## src/rtl/bnn_pkg.sv

```systemverilog
// Shared types and default geometry for the BNN inference controller.
package bnn_pkg;

    localparam int unsigned BNN_IMG_W       = 30;
    localparam int unsigned BNN_IMG_H       = 30;
    localparam int unsigned BNN_RESULT_W    = 4;
    localparam int unsigned BNN_NUM_CLASSES = 10;

    typedef enum logic [2:0] {
        IDLE,
        START,
        RUN,
        DONE,
        ERR
    } bnn_ctrl_state_t;

    // Increment that sticks at all-ones instead of wrapping.
    function automatic logic [15:0] sat_inc16(input logic [15:0] v);
        return (v == 16'hFFFF) ? v : v + 16'd1;
    endfunction

endpackage

```

## src/rtl/bnn_watchdog.sv

```systemverilog
// RUN-phase watchdog: counts enabled cycles and flags the terminal count
// (TIMEOUT_CYC-1) combinationally so the controller can leave on that cycle.
module bnn_watchdog #(
    parameter int unsigned TIMEOUT_CYC = 4096
) (
    input  logic clk,
    input  logic rst_n,
    input  logic clear,
    input  logic enable,
    output logic expired
);

    localparam int unsigned WD_W = (TIMEOUT_CYC > 2) ? $clog2(TIMEOUT_CYC) : 1;
    localparam logic [WD_W-1:0] TERM = WD_W'(TIMEOUT_CYC - 1);

    logic [WD_W-1:0] count;

    // Cycle counter, zeroed while clear is high, parked at the terminal value.
    always_ff @(posedge clk or negedge rst_n) begin
        if (!rst_n) begin
            count <= '0;
        end else if (clear) begin
            count <= '0;
        end else if (enable && (count != TERM)) begin
            count <= count + 1'b1;
        end
    end

    assign expired = enable && (count == TERM);

endmodule

```

## src/rtl/bnn_infer_ctrl.sv

```systemverilog
// BNN inference controller: accepts an image, starts the core, waits for a
// class result under a watchdog and holds the result/error until cleared.
// Optional macro BNN_INFER_PERF_EN adds a core-latency counter on lat_cycles.
module bnn_infer_ctrl
    import bnn_pkg::*;
#(
    parameter int unsigned IMG_W       = BNN_IMG_W,
    parameter int unsigned IMG_H       = BNN_IMG_H,
    parameter int unsigned PAD_BITS    = 4,
    parameter int unsigned RESULT_W    = BNN_RESULT_W,
    parameter int unsigned NUM_CLASSES = BNN_NUM_CLASSES,
    parameter int unsigned TIMEOUT_CYC = 4096
) (
    input  logic                          clk,
    input  logic                          rst_n,
    input  logic [IMG_W*IMG_H+PAD_BITS-1:0] img_in,
    input  logic                          img_valid,
    output logic                          img_ready,
    output logic [IMG_W*IMG_H-1:0]        core_img,
    output logic                          core_start,
    input  logic                          core_done,
    input  logic [RESULT_W-1:0]           core_result,
    output logic [RESULT_W-1:0]           result_out,
    output logic                          result_valid,
    input  logic                          result_clear,
    output logic                          err,
    output logic                          busy,
    output logic [15:0]                   lat_cycles
);

    localparam int unsigned PIX_W = IMG_W * IMG_H;
    localparam int unsigned IN_W  = PIX_W + PAD_BITS;

    bnn_ctrl_state_t state_q, state_d;
    logic            wd_expired;
    logic            in_range;

    generate
        if (PAD_BITS > 0) begin : g_pad
            logic unused_pad;
            assign unused_pad = ^img_in[PAD_BITS-1:0];
        end
    endgenerate

    assign in_range = (32'(core_result) < NUM_CLASSES);

    bnn_watchdog #(
        .TIMEOUT_CYC (TIMEOUT_CYC)
    ) u_watchdog (
        .clk     (clk),
        .rst_n   (rst_n),
        .clear   (state_q != RUN),
        .enable  (state_q == RUN),
        .expired (wd_expired)
    );

    // State register.
    always_ff @(posedge clk or negedge rst_n) begin
        if (!rst_n) begin
            state_q <= IDLE;
        end else begin
            state_q <= state_d;
        end
    end

    // Next-state decode and state-derived outputs.
    always_comb begin
        state_d      = state_q;
        img_ready    = 1'b0;
        core_start   = 1'b0;
        result_valid = 1'b0;
        err          = 1'b0;
        busy         = 1'b1;
        unique case (state_q)
            IDLE: begin
                img_ready = 1'b1;
                busy      = 1'b0;
                if (img_valid) state_d = START;
            end
            START: begin
                core_start = 1'b1;
                state_d    = RUN;
            end
            RUN: begin
                // core_done outranks the watchdog on its terminal cycle.
                if (core_done) begin
                    state_d = in_range ? DONE : ERR;
                end else if (wd_expired) begin
                    state_d = ERR;
                end
            end
            DONE: begin
                result_valid = 1'b1;
                if (result_clear) state_d = IDLE;
            end
            ERR: begin
                err = 1'b1;
                if (result_clear) state_d = IDLE;
            end
            default: state_d = IDLE;
        endcase
    end

    // Image latch on acceptance and result capture on core_done in RUN.
    always_ff @(posedge clk or negedge rst_n) begin
        if (!rst_n) begin
            core_img   <= '0;
            result_out <= '0;
        end else begin
            if ((state_q == IDLE) && img_valid) core_img <= img_in[IN_W-1:PAD_BITS];
            if ((state_q == RUN) && core_done) result_out <= core_result;
        end
    end

`ifdef BNN_INFER_PERF_EN
    logic [15:0] run_cnt;

    // RUN-cycle counter; the cycle carrying core_done is included in the total.
    always_ff @(posedge clk or negedge rst_n) begin
        if (!rst_n) begin
            run_cnt    <= '0;
            lat_cycles <= '0;
        end else begin
            if (state_q == START) begin
                run_cnt <= '0;
            end else if (state_q == RUN) begin
                run_cnt <= sat_inc16(run_cnt);
            end
            if ((state_q == RUN) && core_done) lat_cycles <= sat_inc16(run_cnt);
        end
    end
`else
    assign lat_cycles = '0;
`endif

endmodule

```

## config.mk

```make
export PLATFORM = sky130hd
export DESIGN_NAME = bnn_infer_ctrl
export DESIGN_NICKNAME = d
export VERILOG_FILES = /design/src/rtl/bnn_pkg.sv /design/src/rtl/bnn_watchdog.sv /design/src/rtl/bnn_infer_ctrl.sv
export SDC_FILE = /design/constraint.sdc
export NUM_CORES = 2
export LEC_CHECK = 0
export ABC_CLOCK_PERIOD_IN_PS = 6100
export CORE_AREA = 2 2 713 715
export CTS_BUF_LIST = sky130_fd_sc_hd__clkbuf_8
export DETAILED_ROUTE_END_ITERATION = 7
export DIE_AREA = 0 0 715 717
export PLACE_DENSITY_LB_ADDON = 0.08
export SKIP_CTS_REPAIR_TIMING = 1
export SLEW_MARGIN = 30
export SYNTH_ARGS = -nofsm -noshare
export SYNTH_HDL_FRONTEND = slang
export SYNTH_HIERARCHICAL = 1
export SYNTH_SLANG_ARGS = --single-unit
```

## constraint.sdc

```tcl
create_clock -name clk -period 6.1 [get_ports clk]
set_input_delay 1.83 -clock clk [delete_from_list [all_inputs] [get_ports clk]]
set_output_delay 1.83 -clock clk [all_outputs]
set_load 0.01 [all_outputs]
```

==> metrics.md <==
| Metric | Value |
|---|---|
| Sw Ratio | `37.0%` |
| Clk Latency, worst-skew pair | `1.03 ns` |
| Fin Setup TNS | `0 ns` |
| Comb power frac | `49.6%` |
| CTS max path bufs | `4` |
| Pwr/cell area | `562 mW/mm^2` |
| Number of flops mapped to enable cells by yosys | `0` |
| CP peak stage delay | `0.84 ns` |
| Setup Slack @ Placement | `1.30 ns` |
| Clock skew | `0.0862 ns` |
| Largest net degree at the start of global routing | `98` |
| Multi-input logic area | `0.0141 mm^2` |
| Full die area | `0.513 mm^2` |
| Netlist cell types | `42` |
| DR WL/cell | `28.5 um` |
| Sequential power share | `30.2%` |
| Post-Route WL | `312000 um` |
| Worst relative slew slack | `39.0%` |
| Cell area after synthesis | `0.0393 mm^2` |
| Worst-Margin Slew | `0.915 ns` |
| Synth async-reset ratio | `100%` |
| Type of the worst min-delay path | `reg -> reg` |
| Row Count | `261` |
| Tmin final | `4.57 ns` |
| Via count | `27200` |
| Crit. End Element | `output port` |
| Layout cell share with drive strength beyond 1 | `30.7%` |
| Initial DRC count | `979` |
| Max-slew violations | `0` |
| Static Leak | `27.7 nW` |
| Worst path arrival time | `2.74 ns` |
| GPL Wtd Cong | `0.805` |
| TritonCTS clock tree | `built` |
| VDD IR-drop max | `0.178 mV` |
| Ys Warns | `6` |
| Required @ worst endpoint | `4.27 ns` |
| First-pass DRT Iterations | `4` |
| Crit path kind | `reg -> out` |
| Final Net Count | `4946` |
| Clock tree root driver cell | `clkbuf_8` |
| Vias per cell | `2.48` |
| Drt drc | `0` |
| Fill count | `56400` |
| GR Overflow Total | `0` |
| Clk sinks | `919` |
| Max-cap check violation count | `0` |
| Final WS setup | `1.53 ns` |
| First-pass GRT wire length | `381000 um` |
| Final hold violation count | `0` |
| CTS clk-pin slew, worst paths | `0.06 ns` |
| Starting Density | `7.78%` |
| Cells after synthesis | `2025` |
| Die height | `717 um` |
| RSZ-0062 raised after global routing | `false` |
| Sequential share of the synthesized area | `58.6%` |
| Reg area | `0.0230 mm^2` |
| Area grow syn2layout | `76.1%` |
| Synth Register Bits | `919` |
| Initial antenna violation count | `294` |
| Final setup vio count | `0` |
| Most used DFF post-synth | `dfrtp_1` |
| Worst path cell trace | `inv_1 > nor3b_1 > clkdlybuf4s50_1` |
| Net switching power | `14.4 mW` |
| GRT Total Usage | `11.7%` |
| Critical Path Start Type | `register` |
| Final period utilization | `74.9%` |
| Syn avg cell area | `19.4 um^2` |
| CP Max Fanout | `7` |
| Cts bufs inserted | `225` |
| H-tree Lvls | `4` |
| Achievable clock frequency | `219 MHz` |
| IO Port Bufs | `1817` |
| Chip Width | `715 um` |
| Final ANT Viol Nets | `0` |
| I/O pin cnt | `1838` |
| Clock share of power | `20.2%` |
| Inst Count DP | `10500` |
| Final instance count without filler cells | `10900` |
| DP HPWL | `262000 um` |
| Core area | `0.505 mm^2` |
| CP max-delay cell | `clkdlybuf4s50_1` |
| Status | `complete, no violations` |
| Int Pwr | `24.5 mW` |
| Number of global-route vias before repair | `29100` |
[state kept, by name, indices dropped and copies added, names as in the netlist]
register / count
core_img: 900
u_watchdog/count: 12
result_out: 4
state_q: 3
[power groups by stage]
stage | registers (mW) | logic [mW] | clock network (mW)
global route | 12.2 | 20.3 | 8.66
CTS | 11.8 | 19.9 | 8.48
detailed placement | 11.8 | 19.8 | 0
finish | 11.7 | 19.3 | 7.86
floorplan | 12.4 | 7.64 | 0
global placement | 11.8 | 19.9 | 0
[critical path: cells and delay by family, from the launching register on]
| family | cells | cell delay [ns] |
|---|---|---|
| AND/OR/NAND/NOR | 1 | 0.27 |
| flip-flops | 1 | 0.46 |
| buffers and inverters | 2 | 0.97 |
[cell type report]
type                       instances  area share (%)
tap                             6706            12.1
clock buffer                     281            5.59
antenna                           36           0.130
clock inverter                   112           0.843
timing repair buffer            1885            27.6
sequential                       919            33.3
inverter                           4          0.0217
multi-input combinational        997            20.4
[cell usage in the layout, fill, tap and decap left out, types with 2 or more instances in the layout]
cell / instances
clkdlybuf4s50_1: 1815
a211oi_1: 4
or4_1: 2
mux2i_1: 2
nor2b_1: 3
mux2_4: 900
inv_6: 2
inv_12: 2
nor3_1: 5
buf_12: 29
clkinv_8: 2
inv_1: 90
diode_2: 36
bufinv_16: 2
o21ai_0: 2
dfrtp_1: 919
nor3b_1: 2
clkinv_2: 12
and4_1: 2
nand2_1: 7
xnor2_1: 2
conb_1: 16
clkbuf_8: 281
a21oi_1: 9
nand3_1: 5
nand4_1: 3
mux2_2: 6
buf_4: 39
clkinvlp_4: 3
nor2_1: 10
[through the flow]
stage	cell area, um^2	util [%]	power [mW]	hold slack, ns
finish	69100	13.7	38.9	0.504
global route	69100	13.7	41.1	0.516
CTS	69000	13.7	40.1	0.507
detailed placement	64600	12.8	31.6	0.490
global placement	64600	12.8	31.7	0.494
floorplan	39300	-	20.0	0.511
[path summary, 6_finish.rpt]
check	from	end	slack, ns	cells past startpoint
max	state_q[0]	result_valid	1.53	3
min	core_img[157]	core_img[157]	0.50	1
max reg2reg	state_q[1]	core_img[330]	3.11	6
min reg2reg	core_img[157]	core_img[157]	0.50	1
max in group asynchronous	rst_n	core_img[200]	3.98	2
min in group asynchronous	rst_n	core_img[115]	0.80	1
[Yosys cell counts (4+ instances only)]
master | count | share of area [%]
dfrtp_1 | 919 | 59
mux2_4 | 900 | 34
buf_12 | 100 | 5.1
buf_4 | 16 | 0.31
nor2_1 | 10 | 0.096
a21oi_1 | 9 | 0.11
nand2_1 | 7 | 0.067
mux2_2 | 6 | 0.17
nand3_1 | 5 | 0.064
nor3_1 | 5 | 0.064
a211oi_1 | 4 | 0.077
[cells by family (layout without fill, tap and decap cells)]
| logic type | count (synthesis) | count (layout) | synth area share [%] |
|---|---|---|---|
| mux | 908 | 908 | 34.6 |
| flops | 919 | 919 | 58.6 |
| simple gates | 48 | 48 | 0.749 |
| other cells | 1 | 52 | 0.00955 |
| xor+xnor | 3 | 3 | 0.0669 |
| fa+ha+maj | 1 | 1 | 0.0319 |
| buf+inv | 124 | 2282 | 5.55 |
| compound gates | 21 | 21 | 0.357 |
[metal layers]
layer	share of wire, %	track usage [%]	vias to the layer above
met5	0.21	0	-
met4	2.9	2.55	100
met3	9.9	5.30	784
met2	49	20.4	1613
met1	38	13.0	13400
li1	-	-	11300
(Power assumes the default switching activity.)
